===== config.mk =====
export PLATFORM = sky130hd
export DESIGN_NAME = multi_clk_div
export DESIGN_NICKNAME = d
export VERILOG_FILES = /design/src/rtl/clk_div_pkg.sv /design/src/rtl/clk_div_ch.sv /design/src/rtl/multi_clk_div.sv
export SDC_FILE = /design/constraint.sdc
export NUM_CORES = 1
export LEC_CHECK = 0
export ABC_AREA = 1
export CAP_MARGIN = 20
export CORE_MARGIN = 2
export CORE_UTILIZATION = 55
export DETAILED_ROUTE_END_ITERATION = 12
export GPL_TIMING_DRIVEN = 0
export PLACE_DENSITY_LB_ADDON = 0.08
export REMOVE_ABC_BUFFERS = 1
export SLEW_MARGIN = 20
export SYNTH_ARGS = -nofsm -noshare
export SYNTH_HDL_FRONTEND = slang
export SYNTH_HIERARCHICAL = 1
export SYNTH_SLANG_ARGS = --single-unit

===== constraint.sdc =====
create_clock -name clk -period 5.9 [get_ports clk]
set_input_delay 1.18 -clock clk [delete_from_list [all_inputs] [get_ports clk]]
set_output_delay 1.18 -clock clk [all_outputs]
set_load 0.01 [all_outputs]

===== src/rtl/clk_div_pkg.sv =====
// ============================================================
// Module   : clk_div_pkg -- shared channel state, period clamp
// Revision : 1.0
// ============================================================
`default_nettype none

package clk_div_pkg;

  typedef enum logic [0:0] {
    IDLE = 1'b0,
    RUN  = 1'b1
  } ch_state_t;

  localparam int unsigned MIN_PERIOD = 2;
  localparam int unsigned MAX_CNT_W  = 32;

  // Periods below MIN_PERIOD cannot form a high and a low phase.
  function automatic logic [MAX_CNT_W-1:0] eff_period(input logic [MAX_CNT_W-1:0] p);
    return (p < MIN_PERIOD) ? MAX_CNT_W'(MIN_PERIOD) : p;
  endfunction

endpackage

`default_nettype wire


===== src/rtl/clk_div_ch.sv =====
// ============================================================
// Module   : clk_div_ch -- one divider channel, shadowed config
// Revision : 1.0
// ============================================================
`default_nettype none

module clk_div_ch
  import clk_div_pkg::*;
#(
  parameter int unsigned CNT_W      = 26,
  parameter int unsigned RST_PERIOD = 50_000_000,
  parameter int unsigned RST_HIGH   = 25_000_000
) (
  input  logic             clk,
  input  logic             reset,
  input  logic             en,
  input  logic             wr,
  input  logic [CNT_W-1:0] wr_period,
  input  logic [CNT_W-1:0] wr_high,
  output logic             clk_out,
  output logic             tick,
  output logic             cfg_pending
);

  localparam logic [CNT_W-1:0] c_rst_period = CNT_W'(RST_PERIOD);
  localparam logic [CNT_W-1:0] c_rst_high   = CNT_W'(RST_HIGH);
  localparam logic [CNT_W-1:0] c_zero       = '0;
  localparam logic [CNT_W-1:0] c_one        = CNT_W'(1);

  ch_state_t        r_state, w_state_nxt;
  logic [CNT_W-1:0] r_sh_period, r_sh_high;
  logic [CNT_W-1:0] r_act_period, r_act_high;
  logic [CNT_W-1:0] r_cnt;
  logic             r_clk_out, r_tick, r_pending;

  logic [CNT_W-1:0] w_new_period, w_new_high;
  logic [CNT_W-1:0] w_act_period_nxt, w_act_high_nxt, w_cnt_nxt, w_cnt_inc;
  logic             w_clk_out_nxt, w_tick_nxt, w_pending_nxt, w_last;
  logic [MAX_CNT_W-1:0] w_eff;

  // A write in the same cycle as a load is seen by that load (write-through).
  assign w_new_period = wr ? wr_period : r_sh_period;
  assign w_new_high   = wr ? wr_high   : r_sh_high;

  assign w_eff     = eff_period(MAX_CNT_W'(r_act_period));
  assign w_last    = (MAX_CNT_W'(r_cnt) == (w_eff - MAX_CNT_W'(1)));
  assign w_cnt_inc = r_cnt + c_one;

  always_comb begin
    w_state_nxt      = r_state;
    w_cnt_nxt        = r_cnt;
    w_clk_out_nxt    = r_clk_out;
    w_tick_nxt       = 1'b0;
    w_act_period_nxt = r_act_period;
    w_act_high_nxt   = r_act_high;
    w_pending_nxt    = r_pending;
    case (r_state)
      IDLE: begin
        w_cnt_nxt        = c_zero;
        w_clk_out_nxt    = 1'b0;
        w_act_period_nxt = w_new_period;
        w_act_high_nxt   = w_new_high;
        w_pending_nxt    = 1'b0;
        if (en) begin
          w_state_nxt   = RUN;
          w_tick_nxt    = 1'b1;
          w_clk_out_nxt = (w_new_high != c_zero);
        end
      end
      RUN: begin
        if (!en) begin
          w_state_nxt   = IDLE;
          w_cnt_nxt     = c_zero;
          w_clk_out_nxt = 1'b0;
          w_pending_nxt = r_pending | wr;
        end else if (w_last) begin
          w_cnt_nxt        = c_zero;
          w_tick_nxt       = 1'b1;
          w_act_period_nxt = w_new_period;
          w_act_high_nxt   = w_new_high;
          w_clk_out_nxt    = (w_new_high != c_zero);
          w_pending_nxt    = 1'b0;
        end else begin
          w_cnt_nxt     = w_cnt_inc;
          w_clk_out_nxt = (w_cnt_inc < r_act_high);
          w_pending_nxt = r_pending | wr;
        end
      end
      default: w_state_nxt = IDLE;
    endcase
  end

  always_ff @(posedge clk or posedge reset) begin
    if (reset) begin
      r_state      <= IDLE;
      r_cnt        <= c_zero;
      r_clk_out    <= 1'b0;
      r_tick       <= 1'b0;
      r_pending    <= 1'b0;
      r_sh_period  <= c_rst_period;
      r_sh_high    <= c_rst_high;
      r_act_period <= c_rst_period;
      r_act_high   <= c_rst_high;
    end else begin
      r_state      <= w_state_nxt;
      r_cnt        <= w_cnt_nxt;
      r_clk_out    <= w_clk_out_nxt;
      r_tick       <= w_tick_nxt;
      r_pending    <= w_pending_nxt;
      r_sh_period  <= w_new_period;
      r_sh_high    <= w_new_high;
      r_act_period <= w_act_period_nxt;
      r_act_high   <= w_act_high_nxt;
    end
  end

  assign clk_out     = r_clk_out;
  assign tick        = r_tick;
  assign cfg_pending = r_pending;

endmodule

`default_nettype wire


===== src/rtl/multi_clk_div.sv =====
// ============================================================
// Module   : multi_clk_div -- N_CH independent clock dividers
// Revision : 1.0
// ============================================================
`default_nettype none

module multi_clk_div
  import clk_div_pkg::*;
#(
  parameter int unsigned N_CH       = 4,
  parameter int unsigned CNT_W      = 26,
  parameter int unsigned RST_PERIOD = 50_000_000,
  parameter int unsigned RST_HIGH   = 25_000_000
) (
  input  logic             clk,
  input  logic             reset,
  input  logic [N_CH-1:0]  en,
  input  logic             cfg_wr,
  input  logic [3:0]       cfg_ch,
  input  logic [CNT_W-1:0] cfg_period,
  input  logic [CNT_W-1:0] cfg_high,
  output logic [N_CH-1:0]  clk_out,
  output logic [N_CH-1:0]  tick,
  output logic [N_CH-1:0]  cfg_pending
);

  logic [N_CH-1:0] w_wr;

  // Indices at or above N_CH match no channel, so such writes fall away.
  for (genvar i = 0; i < N_CH; i++) begin : g_ch
    assign w_wr[i] = cfg_wr && (cfg_ch == 4'(i));

    clk_div_ch #(
      .CNT_W      (CNT_W),
      .RST_PERIOD (RST_PERIOD),
      .RST_HIGH   (RST_HIGH)
    ) u_ch (
      .clk         (clk),
      .reset       (reset),
      .en          (en[i]),
      .wr          (w_wr[i]),
      .wr_period   (cfg_period),
      .wr_high     (cfg_high),
      .clk_out     (clk_out[i]),
      .tick        (tick[i]),
      .cfg_pending (cfg_pending[i])
    );
  end

endmodule

`default_nettype wire


==> impl_metrics.env, run 1 <==
export IMPL_ys_types=50
export IMPL_reg2reg_to="g_ch[3].u_ch/r_act_high[3]"
export IMPL_power_density_nw_per_um2=342
export IMPL_tightestPinTransition_ps=929
export IMPL_die_w_um=238
export IMPL_crit_path_end_kind="register"
export IMPL_ys_seq_area_share_pct=45.4
export IMPL_final_common_cell="nand2_1"
export IMPL_slew_limit_headroom_pct=37.9
export IMPL_async_reset_ff_share_pct=100
export IMPL_cap_violations=0
export IMPL_rsz0062_at_grt="false"
export IMPL_via_per_inst=5.44
export IMPL_via_count=23400
export IMPL_layout_setup_ws_ps=1440
export IMPL_port_buffers=74
export IMPL_ys_ff_latch=536
export IMPL_slowest_delay_ps=520
export IMPL_syn_inst=3516
export IMPL_crit_fanout=55
export IMPL_cts_root_buf="clkbuf_16"
export IMPL_area_growth_pct=11.3
export IMPL_slew_viol_final=0
export IMPL_peakVddDrop_mv=0.248
export IMPL_cts_buffers=57
export IMPL_syn_cell_area_um2=30100
export IMPL_clock_path_buffers=3
export IMPL_cts_sinks=536
export IMPL_start_util_pct=55.8
export IMPL_chipHeight_um=238
export IMPL_regArea_um2=13700
export IMPL_min_period_over_period_pct=75.5
export IMPL_ios=75
export IMPL_cp_data_required_time_ps=6390
export IMPL_drt_first_pass_iters=7
export IMPL_synth_edff_count=0
export IMPL_finalHoldViolCount=0
export IMPL_dr_first_iter_drc_count=1590
export IMPL_synth_yosys_warnings=6
export IMPL_core_area_um2=53900
export IMPL_grt_pass1_vias=23300
export IMPL_h_tree_depth=2
export IMPL_cts_tree="done"
export IMPL_finClkSkew_ps=18.9
export IMPL_wl_per_cell_um=18.5
export IMPL_crit_slowest_cell="nand2_4"
export IMPL_min_from="g_ch[0].u_ch/r_act_high[19]"
export IMPL_multi_input_area_um2=14000
export IMPL_r2r_slack_ps=1440
export IMPL_path_clk_slew_ps=60
export IMPL_cts_resized=0
export IMPL_grt_pass1_wl_mm=126
export IMPL_synth_xor_area_share_pct=5.82
export IMPL_grtUsageTotal_pct=28.6
export IMPL_yosys_most_used_dff="dfrtp_1"
export IMPL_synth_fa_ha_area_share_pct=4.49
export IMPL_crit_path_start="g_ch[3].u_ch/r_act_period[16]"
export IMPL_cp_start_kind="register"
export IMPL_drc_errors=0
export IMPL_cts_hold_buf=0
export IMPL_gp_congestion=0.919
export IMPL_worstRegToRegCells=21
export IMPL_pre_cts_slack_ps=1060
export IMPL_rows=85
export IMPL_die_area_um2=56600
export IMPL_hold_path_class="reg2reg"
export IMPL_fin_nets=3735
export IMPL_syn_avg_cell_area_um2=8.56
export IMPL_synth_compound_area_share_pct=2.70
export IMPL_synth_simple_area_share_pct=26.5
export IMPL_path_cells="nor2_1 > nand2_1 > nor2_1 > nand2_2 > nor2_4 > nor2_1 > inv_1 > ha_1 > nand4_1 > inv_1 > nand2_1 > nor2_1 > nand4_1 > xor2_1 > nand3_1 > nor2_1 > nand3_2 > nand2_4 > nand2_4 > nand2_1 > nand2_1"
export IMPL_yosys_mux_area_fraction_pct=7.07
export IMPL_setup_viol_count_final=0
export IMPL_final_cell_mix="nand2_1 (804), inv_1 (449), nor2_1 (363), dfrtp_1 (344), nand3_1 (329)"
export IMPL_synth_top_family_by_area="simple AND/OR/NAND/NOR gates"
export IMPL_dp_hpwl_mm=57.4
export IMPL_fmax_mhz=224
export IMPL_ant_nets=0
export IMPL_path_common_cell="nor2_1"
export IMPL_total_power_mw=11.5
export IMPL_grt_max_degree=100
export IMPL_finalWirelength_mm=79.8
export IMPL_status="finished clean"
export IMPL_crit_type="reg2reg"
export IMPL_worstSetupEndpoint="g_ch[3].u_ch/r_act_high[3]"
export IMPL_drive_above_1_share_pct=17.1
export IMPL_worstReg2RegStart="g_ch[3].u_ch/r_act_period[16]"
export IMPL_post_route_min_period_ps=4460
export IMPL_gr_total_overflow=0
export IMPL_post_cts_buffers=0
export IMPL_worstPathArrival_ps=4940
export IMPL_p_leak_nw=16.3
export IMPL_worstSkewPairLatency_ps=620
export IMPL_fillers=4773
export IMPL_antenna_found_initial=15
==> stage by stage <==
stage                     instance area [µm²]  utilization (%)  cells  setup TNS, ps  hold WS, ps
after floorplan                         29400                -   3416              0          442
after global placement                  31000             57.6   4186        -306820          453
after global routing                    33500             62.1   4309              0          474
after detailed placement                31500             58.4   4201              0          455
final                                   33500             62.1   4310              0          462
after CTS                               33500             62.1   4309              0          464
==> cell type report <==
cell class | count | area share [%]
multi-input combinational | 2408 | 41.9
sequential | 536 | 40.8
inverter | 472 | 5.38
clock buffer | 75 | 4.92
timing repair buffer | 89 | 3.29
tap | 696 | 2.60
clock inverter | 33 | 1.10
antenna | 1 | 0.00747
==> cell families (layout without fill, tap and decap cells) <==
kind of cell | after synthesis | in the layout
AO/OA/AOI/OAI | 145 | 145
XOR/XNOR | 200 | 200
adder cells (fa/ha/maj) | 108 | 108
buffers and inverters | 572 | 669
flip-flops | 536 | 536
multiplexers | 189 | 189
other | 0 | 1
AND/OR/NAND/NOR | 1766 | 1766
==> Yosys cell counts, types with 2 or more instances <==
master / count / area, µm²
nand2_1: 806 / 3030
inv_1: 453 / 1700
nor2_1: 367 / 1380
dfrtp_1: 344 / 8610
nand3_1: 329 / 1650
dfstp_2: 192 / 5040
mux2_2: 189 / 2130
xor2_1: 150 / 1310
ha_1: 108 / 1350
nand4_1: 75 / 469
a21oi_1: 71 / 355
xnor2_1: 50 / 438
nor4_1: 49 / 307
o21ai_0: 43 / 215
nor3_1: 35 / 175
clkbuf_1: 30 / 113
buf_6: 27 / 304
nor2_2: 23 / 144
nand2_2: 20 / 125
buf_2: 17 / 85.1
inv_2: 17 / 63.8
buf_4: 15 / 113
buf_1: 11 / 41.3
nand3_2: 10 / 100
nand3b_1: 10 / 75.1
nor2_4: 8 / 90.1
o21bai_1: 8 / 60.1
nand2_8: 5 / 100
nand2_4: 4 / 45.0
nand3_4: 4 / 70.1
nor3_2: 4 / 40.0
o21a_1: 4 / 30.0
o221ai_1: 4 / 35.0
o41ai_1: 4 / 35.0
or2_2: 4 / 25.0
or4_1: 4 / 30.0
a31o_2: 3 / 26.3
o211ai_1: 3 / 22.5
a31oi_1: 2 / 12.5
clkinv_1: 2 / 7.51
nand4_2: 2 / 25.0
nor4_2: 2 / 25.0
==> report_power, final <==
part | internal [mW] | leakage, nW | switching, mW
clock | 2.27 | 0.988 | 1.53
combinational | 1.03 | 8.81 | 1.62
sequential | 4.53 | 6.46 | 0.473
==> sequential cells by signal, summed over array words and instances, names as in the netlist <==
register and flops:
g_ch.u_ch/tick 4, g_ch.u_ch/cfg_pending 4, g_ch.u_ch/r_sh_high 104, g_ch.u_ch/r_state 4, g_ch.u_ch/r_act_period 104, g_ch.u_ch/r_act_high 104, g_ch.u_ch/r_sh_period 104, g_ch.u_ch/r_cnt 104
g_ch.u_ch/clk_out 4
==> worst min-delay path by stage <==
| stage | slack, ps | cells past startpoint | endpoint |
|---|---|---|---|
| 2_1_floorplan | 440 | 2 | g_ch[0].u_ch/r_act_high[15] |
| 3_3_place_gp | 450 | 2 | g_ch[0].u_ch/r_act_high[19] |
| 3_5_place_dp | 450 | 2 | g_ch[0].u_ch/r_act_high[19] |
| 4_1_cts | 460 | 2 | g_ch[0].u_ch/r_act_high[19] |
| 5_1_grt | 470 | 2 | g_ch[0].u_ch/r_act_high[14] |
| 6_report | 460 | 2 | g_ch[0].u_ch/r_act_high[19] |
==> critical path, delay by kind of cell (launching register included) <==
family / cells / cell delay [ps]
flip-flops: 1 / 460
XOR/XNOR: 1 / 160
AND/OR/NAND/NOR: 17 / 3210
adder cells (fa/ha/maj): 1 / 200
buffers and inverters: 2 / 190
==> metal layers <==
layer | vias to the layer above | GRT usage [%] | share of wire, %
met1 | 11400 | 38.7 | 45
met4 | 0 | 10.2 | 3.5
li1 | 11400 | - | -
met3 | 125 | 4.33 | 5.6
met2 | 522 | 47.1 | 46
met5 | - | 0 | 0
Power figures use the tool's default switching activity.
==> inputs of run 2 (changes only) <==
- clock period: 5.9 -> 4.35 ns (I/O delays scaled with it)
==> run 2 against run 1 <==
  * Power grew 36%
  * Final cell count grew 0.19%
  * Final area grew 0.33%
  * Core utilization grew 0.20 points
  * Critical path type unchanged
  * Highest routed layer unchanged
==> impl_metrics.env, run 2 (same netlist as run 1, synthesis figures left out) <==
export IMPL_regArea_um2=13700
export IMPL_cts_sinks=536
export IMPL_drc_errors=0
export IMPL_p_leak_nw=16.3
export IMPL_tightestPinTransition_ps=925
export IMPL_dp_hpwl_mm=57.4
export IMPL_path_common_cell="nand2_1"
export IMPL_fin_nets=3741
export IMPL_path_clk_slew_ps=60
export IMPL_port_buffers=74
export IMPL_clock_path_buffers=3
export IMPL_wl_per_cell_um=19.0
export IMPL_clock_power_share_pct=33.2
export IMPL_comb_power_share_pct=23.2
export IMPL_setup_viol_count_final=0
export IMPL_top_usage_layer="met2"
export IMPL_stdcell_area_um2=33600
export IMPL_slew_viol_final=0
export IMPL_layout_setup_ws_ps=326
export IMPL_status="finished clean"
export IMPL_area_growth_pct=11.7
export IMPL_gr_total_overflow=0
export IMPL_rsz0062_at_grt="false"
export IMPL_finalHoldViolCount=0
export IMPL_dr_first_iter_drc_count=1574
export IMPL_rows=85
export IMPL_crit_fanout=55
export IMPL_crit_path_end_kind="register"
export IMPL_finClkSkew_ps=21.4
export IMPL_fillers=4764
export IMPL_h_tree_depth=2
export IMPL_gp_congestion=0.919
export IMPL_met1_usage_pct=38.7
export IMPL_pre_cts_slack_ps=-178
export IMPL_grt_util_met3_pct=4.34
export IMPL_cp_start_kind="register"
export IMPL_finalWirelength_mm=82.2
export IMPL_intPower_mw=10.6
export IMPL_tns_ps=0
export IMPL_start_util_pct=55.8
export IMPL_cap_violations=0
export IMPL_fmax_mhz=249
export IMPL_hold_path_class="reg2reg"
export IMPL_multi_input_area_um2=14100
export IMPL_grt_pass1_wl_mm=126
export IMPL_min_period_over_period_pct=92.5
export IMPL_post_route_min_period_ps=4020
export IMPL_via_count=23500
export IMPL_crit_slowest_cell="dfrtp_1"
export IMPL_p_switching_mw=4.94
export IMPL_power_density_nw_per_um2=463
export IMPL_grtUsageTotal_pct=28.7
export IMPL_grt_max_degree=100
export IMPL_cts_root_buf="clkbuf_16"
export IMPL_cts_hold_buf=0
export IMPL_path_cells="nor2_2 > nand2_2 > inv_2 > nand2_1 > nor2_2 > nand2_4 > nand2_1 > ha_1 > nand4_1 > nor2_1 > nand4_1 > xor2_1 > nor2_1 > nand3_1 > nor2_2 > nand3_4 > nand2_8 > nand2_8 > nand2_1 > nand2_1"
export IMPL_grtUsageMet2_pct=47.1
export IMPL_via_per_inst=5.45
export IMPL_fin_cells=4318
export IMPL_place_area_um2=31500
export IMPL_cp_data_required_time_ps=4850
export IMPL_pwr_share_seq_pct=43.6
export IMPL_post_cts_buffers=0
export IMPL_drive_above_1_share_pct=17.3
export IMPL_die_area_um2=56600
export IMPL_placed_cells=4201
export IMPL_antenna_found_initial=15
export IMPL_crit_type="reg2reg"
export IMPL_swShare_pct=31.7
export IMPL_drt_first_pass_iters=6
export IMPL_slew_limit_headroom_pct=38.1
export IMPL_ant_nets=0
export IMPL_core_area_um2=53900
export IMPL_chipHeight_um=238
export IMPL_peakVddDrop_mv=0.335
export IMPL_cts_buffers=57
export IMPL_worstPathArrival_ps=4520
export IMPL_worstSkewPairLatency_ps=620
export IMPL_cts_tree="done"
export IMPL_slowest_delay_ps=490
export IMPL_final_cell_mix="nand2_1 (804), inv_1 (449), nor2_1 (362), dfrtp_1 (344), nand3_1 (329)"
export IMPL_ios=75
export IMPL_die_w_um=238
export IMPL_final_common_cell="nand2_1"
export IMPL_grt_pass1_vias=23300
[run 2: changes by cell type in the layout (fill, tap and decap cells not counted), sizes merged]
cell and delta:
diode +2, nand2 +6
[run 2: power by group through the flow]
stage / Sequential, mW / Combinational [mW] / Clock, mW
3_3_place_gp: 6.84 / 3.44 / 0
2_1_floorplan: 6.62 / 2.73 / 0
3_5_place_dp: 6.87 / 3.56 / 0
4_1_cts: 6.79 / 3.59 / 5.28
6_report: 6.79 / 3.61 / 5.16
5_1_grt: 6.90 / 4.09 / 5.49
[run 2: final cells by class]
cell class | count | area share [%]
Multi-Input combinational cell | 2414 | 42.1
Clock inverter | 33 | 1.10
Inverter | 472 | 5.36
Tap cell | 696 | 2.59
Sequential cell | 536 | 40.6
Clock buffer | 75 | 4.90
Antenna cell | 3 | 0.0223
Timing Repair Buffer | 89 | 3.28
[run 2: critical path: cells and delay by family (launching register included)]
kind	cells	cell delay [ps]
adder cells (fa/ha/maj)	1	220
buffers and inverters	1	60
XOR/XNOR	1	170
flip-flops	1	490
AND/OR/NAND/NOR	17	2870
[run 2: through the flow]
step	util, %	power, mW	hold slack, ps
after floorplan	-	9.35	442
after global placement	57.6	10.3	453
after detailed placement	58.4	10.4	455
after CTS	62.1	15.7	464
after global routing	62.3	16.5	474
final	62.3	15.6	462
[run 2: per-layer routing]
metal  routed length [µm]  up-vias
met5                    0        -
met4                 2820        0
met3                 4930      125
met2                38300      530
met1                36100    11500
li1                     -    11400
[run 2: final timing paths]
| kind | from | end | slack (ps) | depth (start not counted) |
|---|---|---|---|---|
| setup / recovery | g_ch[0].u_ch/r_act_period[10] | g_ch[0].u_ch/r_act_high[17] | 330 | 20 |
| hold / removal | g_ch[0].u_ch/r_act_high[19] | g_ch[0].u_ch/r_act_high[19] | 460 | 2 |
| setup reg to reg | g_ch[0].u_ch/r_act_period[10] | g_ch[0].u_ch/r_act_high[17] | 330 | 20 |
| hold reg to reg | g_ch[0].u_ch/r_act_high[19] | g_ch[0].u_ch/r_act_high[19] | 460 | 2 |
| max in group asynchronous | reset | g_ch[1].u_ch/r_act_period[7] | 2280 | 3 |
| min in group asynchronous | reset | g_ch[3].u_ch/cfg_pending | 1200 | 2 |
[run 2: timing repair]
action | in CTS | in global routing
gates resized for setup | 1 | 4
pin swaps | 0 | 4
setup endpoints to repair | 52 | 162
gates cloned | 0 | 6
